==> src/rtl/axis_rr_arbiter.sv <==
// Round-robin arbiter that merges NUM_PORTS AXI4-Stream sources onto one sink.
// A grant lasts at most MAX_BURST beats and is always followed by one IDLE cycle.
module axis_rr_arbiter #(
    parameter int DATA_WIDTH = 8,
    parameter int NUM_PORTS  = 4,
    parameter int MAX_BURST  = 4
) (
    input  logic                            clk,
    input  logic                            rst,
    input  logic [NUM_PORTS*DATA_WIDTH-1:0] s_axis_tdata,
    input  logic [NUM_PORTS-1:0]            s_axis_tvalid,
    output logic [NUM_PORTS-1:0]            s_axis_tready,
    output logic [DATA_WIDTH-1:0]           m_axis_tdata,
    output logic                            m_axis_tvalid,
    input  logic                            m_axis_tready,
    output logic [$clog2(NUM_PORTS)-1:0]    grant_id,
    output logic                            grant_active
);

    localparam int ID_W  = $clog2(NUM_PORTS);
    localparam int CNT_W = $clog2(MAX_BURST + 1);

    typedef enum logic {
        IDLE,
        GRANT
    } state_t;

    state_t            state;
    logic [ID_W-1:0]   last_grant;
    logic [CNT_W-1:0]  beat_cnt;

    logic [DATA_WIDTH-1:0] port_data [NUM_PORTS];
    logic [ID_W-1:0]       cand;
    logic [ID_W-1:0]       next_port;
    logic                  found;
    logic                  active;
    logic                  sel_valid;

    for (genvar i = 0; i < NUM_PORTS; i++) begin : g_unpack
        assign port_data[i] = s_axis_tdata[i*DATA_WIDTH +: DATA_WIDTH];
    end

    // Scan from the port after the last winner, wrapping, so the most recent
    // winner is always considered last.
    always_comb begin
        // NOTE: every always_comb output gets a default first so no path can
        // leave it unassigned and infer a latch.
        found     = 1'b0;
        next_port = last_grant;
        cand      = last_grant;
        for (int k = 1; k <= NUM_PORTS; k++) begin
            cand = ID_W'((int'(last_grant) + k) % NUM_PORTS);
            if (!found && s_axis_tvalid[cand]) begin
                found     = 1'b1;
                next_port = cand;
            end
        end
    end

    // Datapath is a pure mux; forced quiet while reset is asserted.
    assign active       = (state == GRANT) && !rst;
    assign sel_valid    = s_axis_tvalid[grant_id];
    assign grant_active = active;

    always_comb begin
        m_axis_tdata  = '0;
        m_axis_tvalid = 1'b0;
        s_axis_tready = '0;
        if (active) begin
            m_axis_tdata            = port_data[grant_id];
            m_axis_tvalid           = sel_valid;
            s_axis_tready[grant_id] = m_axis_tready;
        end
    end

    always_ff @(posedge clk) begin
        // NOTE: sequential state uses non-blocking assignments so every
        // register samples pre-edge values regardless of statement order.
        if (rst) begin
            state      <= IDLE;
            grant_id   <= '0;
            last_grant <= ID_W'(NUM_PORTS - 1);
            beat_cnt   <= '0;
        end else begin
            case (state)
                IDLE: begin
                    if (found) begin
                        grant_id   <= next_port;
                        last_grant <= next_port;
                        beat_cnt   <= '0;
                        state      <= GRANT;
                    end
                end
                GRANT: begin
                    // A stalled beat (valid high, ready low) keeps the grant.
                    if (!sel_valid) begin
                        state <= IDLE;
                    end else if (m_axis_tready) begin
                        beat_cnt <= beat_cnt + CNT_W'(1);
                        if (beat_cnt == CNT_W'(MAX_BURST - 1)) begin
                            state <= IDLE;
                        end
                    end
                end
                default: state <= IDLE;
            endcase
        end
    end

endmodule

==> config.mk <==
export PLATFORM = sky130hd
export DESIGN_NAME = axis_rr_arbiter
export DESIGN_NICKNAME = d
export VERILOG_FILES = /design/src/rtl/axis_rr_arbiter.sv
export SDC_FILE = /design/constraint.sdc
export NUM_CORES = 1
export LEC_CHECK = 0
export CORE_MARGIN = 4
export CORE_UTILIZATION = 39
export DETAILED_ROUTE_END_ITERATION = 7
export PLACE_DENSITY = 0.88
export SLEW_MARGIN = 30
export SYNTH_ARGS = -nofsm -noshare
export SYNTH_HDL_FRONTEND = slang
export SYNTH_SLANG_ARGS = --single-unit
export TNS_END_PERCENT = 20
==> constraint.sdc <==
create_clock -name clk -period 4.46 [get_ports clk]
set_input_delay 0.892 -clock clk [delete_from_list [all_inputs] [get_ports clk]]
set_output_delay 0.892 -clock clk [all_outputs]
set_load 0.005 [all_outputs]
==> impl_metrics.tcl <==
set metrics [dict create \
    post-cts-setup-buffers 0 \
    max-slew-margin-rel_pct 52.8 \
    synth_area_sq_um 860 \
    drt_iter0_markers 18 \
    ys_top_cells_by_area "mux4_1 (21%), dfxtp_1 (19%), mux2i_1 (7.0%)" \
    syn_avg_cell_area_sq_um 10.1 \
    grt_pass1_vias 840 \
    dpl.hpwl_um 2180 \
    slowest_stage "clkdlybuf4s50_1" \
    start_util_pct 42.5 \
    yosys.area_share.simple_pct 25.5 \
    synth_xor_area_share_pct 0 \
    synthMuxAreaShare_pct 31.0 \
    grt_max_degree 18 \
    yosys_warnings 0 \
    rows 16 \
    grt_first_pass_wirelength_um 3680 \
    hold_class "reg -> reg" \
    synth_top_area_cell "mux4_1" \
    drive_gt1_share_pct 8.15 \
    outcome "completed" \
    tightest_slew_ps 707 \
    core-area_sq_um 2020 \
    cts_sinks 8 \
    die_w_um 54.9 \
    cts_buffers 3 \
    ys_seq_area_share_pct 18.6 \
    vias 895 \
    synthAdderAreaFrac_pct 2.91 \
    clock_skew_ps 8.25 \
    required_ps 3570 \
    syn_inst 85 \
    clock.fmax_mhz 271 \
    reg2regPathDepth 3 \
    syn_nets 126 \
    cp.depth 5 \
    setup_violations 0 \
    grtUsageTotal_pct 17.3 \
    die_h_um 54.9 \
    cts.clk_slew.worst_paths_ps 50 \
    ant_nets 0 \
    fin_crit_ps 3690 \
    holdWs_ps 491 \
    synth-compound-area-share_pct 15.3 \
    diodes 0 \
    die_area_sq_um 3020 \
    syn_to_final_growth_pct 64.0 \
    drt-total-wl_um 2650 \
    layout.nets 178 \
    rsz0062_at_grt "no" \
    ys_seq_elements 8 \
    place.gp.congestion 0.798 \
    pin_count 55 \
    crit_arrival_ps 2790 \
    synth_top_area_share_pct 21.4 \
    clockBufferDepth 2 \
    antenna_found_initial 0 \
    hold_depth 2 \
    synth_top_family_by_area "multiplexers" \
    io_buffers 54 \
    path_buf_inv 2 \
    hold_viol_final 0 \
    cp_max_fo 11 \
    crit_family "buffers and inverters" \
    grt.overflow.total 0 \
    route.detailed.wl_per_inst_um 16.4 \
    first_pass_iters 4 \
    clockRootBuffer "clkbuf_4" \
    n_fill_cell 154 \
    crit_path_max_incr_delay_ps 570 \
    maxCapViolations 0 \
    fin_tns_setup_ps 0 \
    clk_latency_ps 270 \
    vias_per_cell 5.52 \
    power_per_cell_area_nw_per_um2 216 \
    crit_type "in -> out" \
    holdBufCountCts 0 \
    p_leak_uw 0.000502 \
    slew_violations 0 \
    cts_tree "yes" \
    cts_resized 0 \
    cts_max_level 1 \
    drcViolationCount 0 \
    peakVddDrop_mv 0.218 \
    fin_crit_sh_pct 82.6 \
    synthDistinctLibCells 34 \
    path_cells "clkdlybuf4s50_1 -> nor2b_1 -> nand2_1 -> nor3_1 -> clkdlybuf4s50_1" \
    cp-end-kind "primary output" \
    crit_path_frequent_cell "clkdlybuf4s50_1" \
    cp-start-kind "input port" \
]
## power by group
group / internal, uW / switching (uW) / total [uW]
combinational: 98.7 / 41.7 / 140
clock: 30.9 / 26.5 / 57.4
sequential: 80.5 / 26.9 / 107
## kinds of logic after synthesis
kind of cell               after synthesis
and+or+nand+nor                         36
AOI/OAI and AO/OA                       15
muxes                                   14
buffers and inverters                   10
DFF                                      8
adders and majority gates                2
## path summary, 6_finish.rpt
path | endpoint | startpoint | slack, ps
hold / removal | beat_cnt[2]$_SDFFE_PP0P_ | beat_cnt[2]$_SDFFE_PP0P_ | 490
setup reg to reg | beat_cnt[1]$_SDFFE_PP0P_ | grant_id[1]$_SDFFE_PP0P_ | 2900
hold reg to reg | beat_cnt[2]$_SDFFE_PP0P_ | beat_cnt[2]$_SDFFE_PP0P_ | 490
setup / recovery | s_axis_tready[0] | rst | 770
## synthesized netlist by cell type
cell type	n
ha_1	2
a21oi_1	1
nor2b_1	2
a221o_1	1
o41a_1	1
nand3_1	2
clkbuf_1	4
buf_8	1
inv_1	3
and2_1	8
nor2_1	6
o22ai_2	2
o311a_1	1
o21ai_0	1
buf_6	1
nand2b_1	1
nor3_1	3
dfxtp_1	8
or3b_1	1
nand2_1	4
o2bb2ai_1	1
or2_2	3
or2_4	1
nor3b_1	1
o221ai_1	1
o21bai_1	2
nand3b_1	3
a32o_1	1
o211ai_1	3
mux4_1	7
buf_2	1
mux4_2	1
mux2i_1	6
nor4_4	1
## placed cells by master (no fill, tap or decap), types with 3 or more instances in the layout
cell type	netlist	routed
o211ai_1	3	3
nor3_1	3	3
dfxtp_1	8	8
nor2_1	6	6
clkbuf_4	0	3
and2_1	8	8
mux2i_1	6	6
inv_1	3	3
mux4_1	7	7
or2_2	3	3
clkdlybuf4s50_1	0	54
nand3b_1	3	3
nand2_1	4	4
## routing by layer
layer	global-route usage (%)	routed length, um
met5	0	0
met4	4.86	25
met3	6.97	443
met2	31.9	1220
met1	17.8	958
## state kept, by name (all words and copies together) (netlist names)
signal and flops:
grant_id 2, beat_cnt 3, state 1, last_grant 2
## cell type report
type	count	area (sq um)	area share, %
multi-input cells	67	642	45.5
repair buffers	54	541	38.3
flip-flops and latches	8	160	11.4
well taps	27	33.8	2.40
clock buffers	3	22.5	1.60
inverters	3	11.3	0.799
## stage by stage
step	instances	setup WS (ps)	area (sq um)	utilization (%)	total power [uW]
2_1_floorplan	85	1990	860	-	184
3_3_place_gp	159	794	1390	68.6	244
3_5_place_dp	159	757	1390	68.6	250
4_1_cts	162	759	1410	69.7	308
5_1_grt	162	539	1410	69.7	322
6_report	162	774	1410	69.7	305
## tightest hold or removal path, delay by kind of cell (launching register included)
family	cells	cell delay, ps
multiplexers	1	60
AO/OA/AOI/OAI	1	70
flip-flops	1	310
Note: power is estimated with default switching activity, not from simulation.
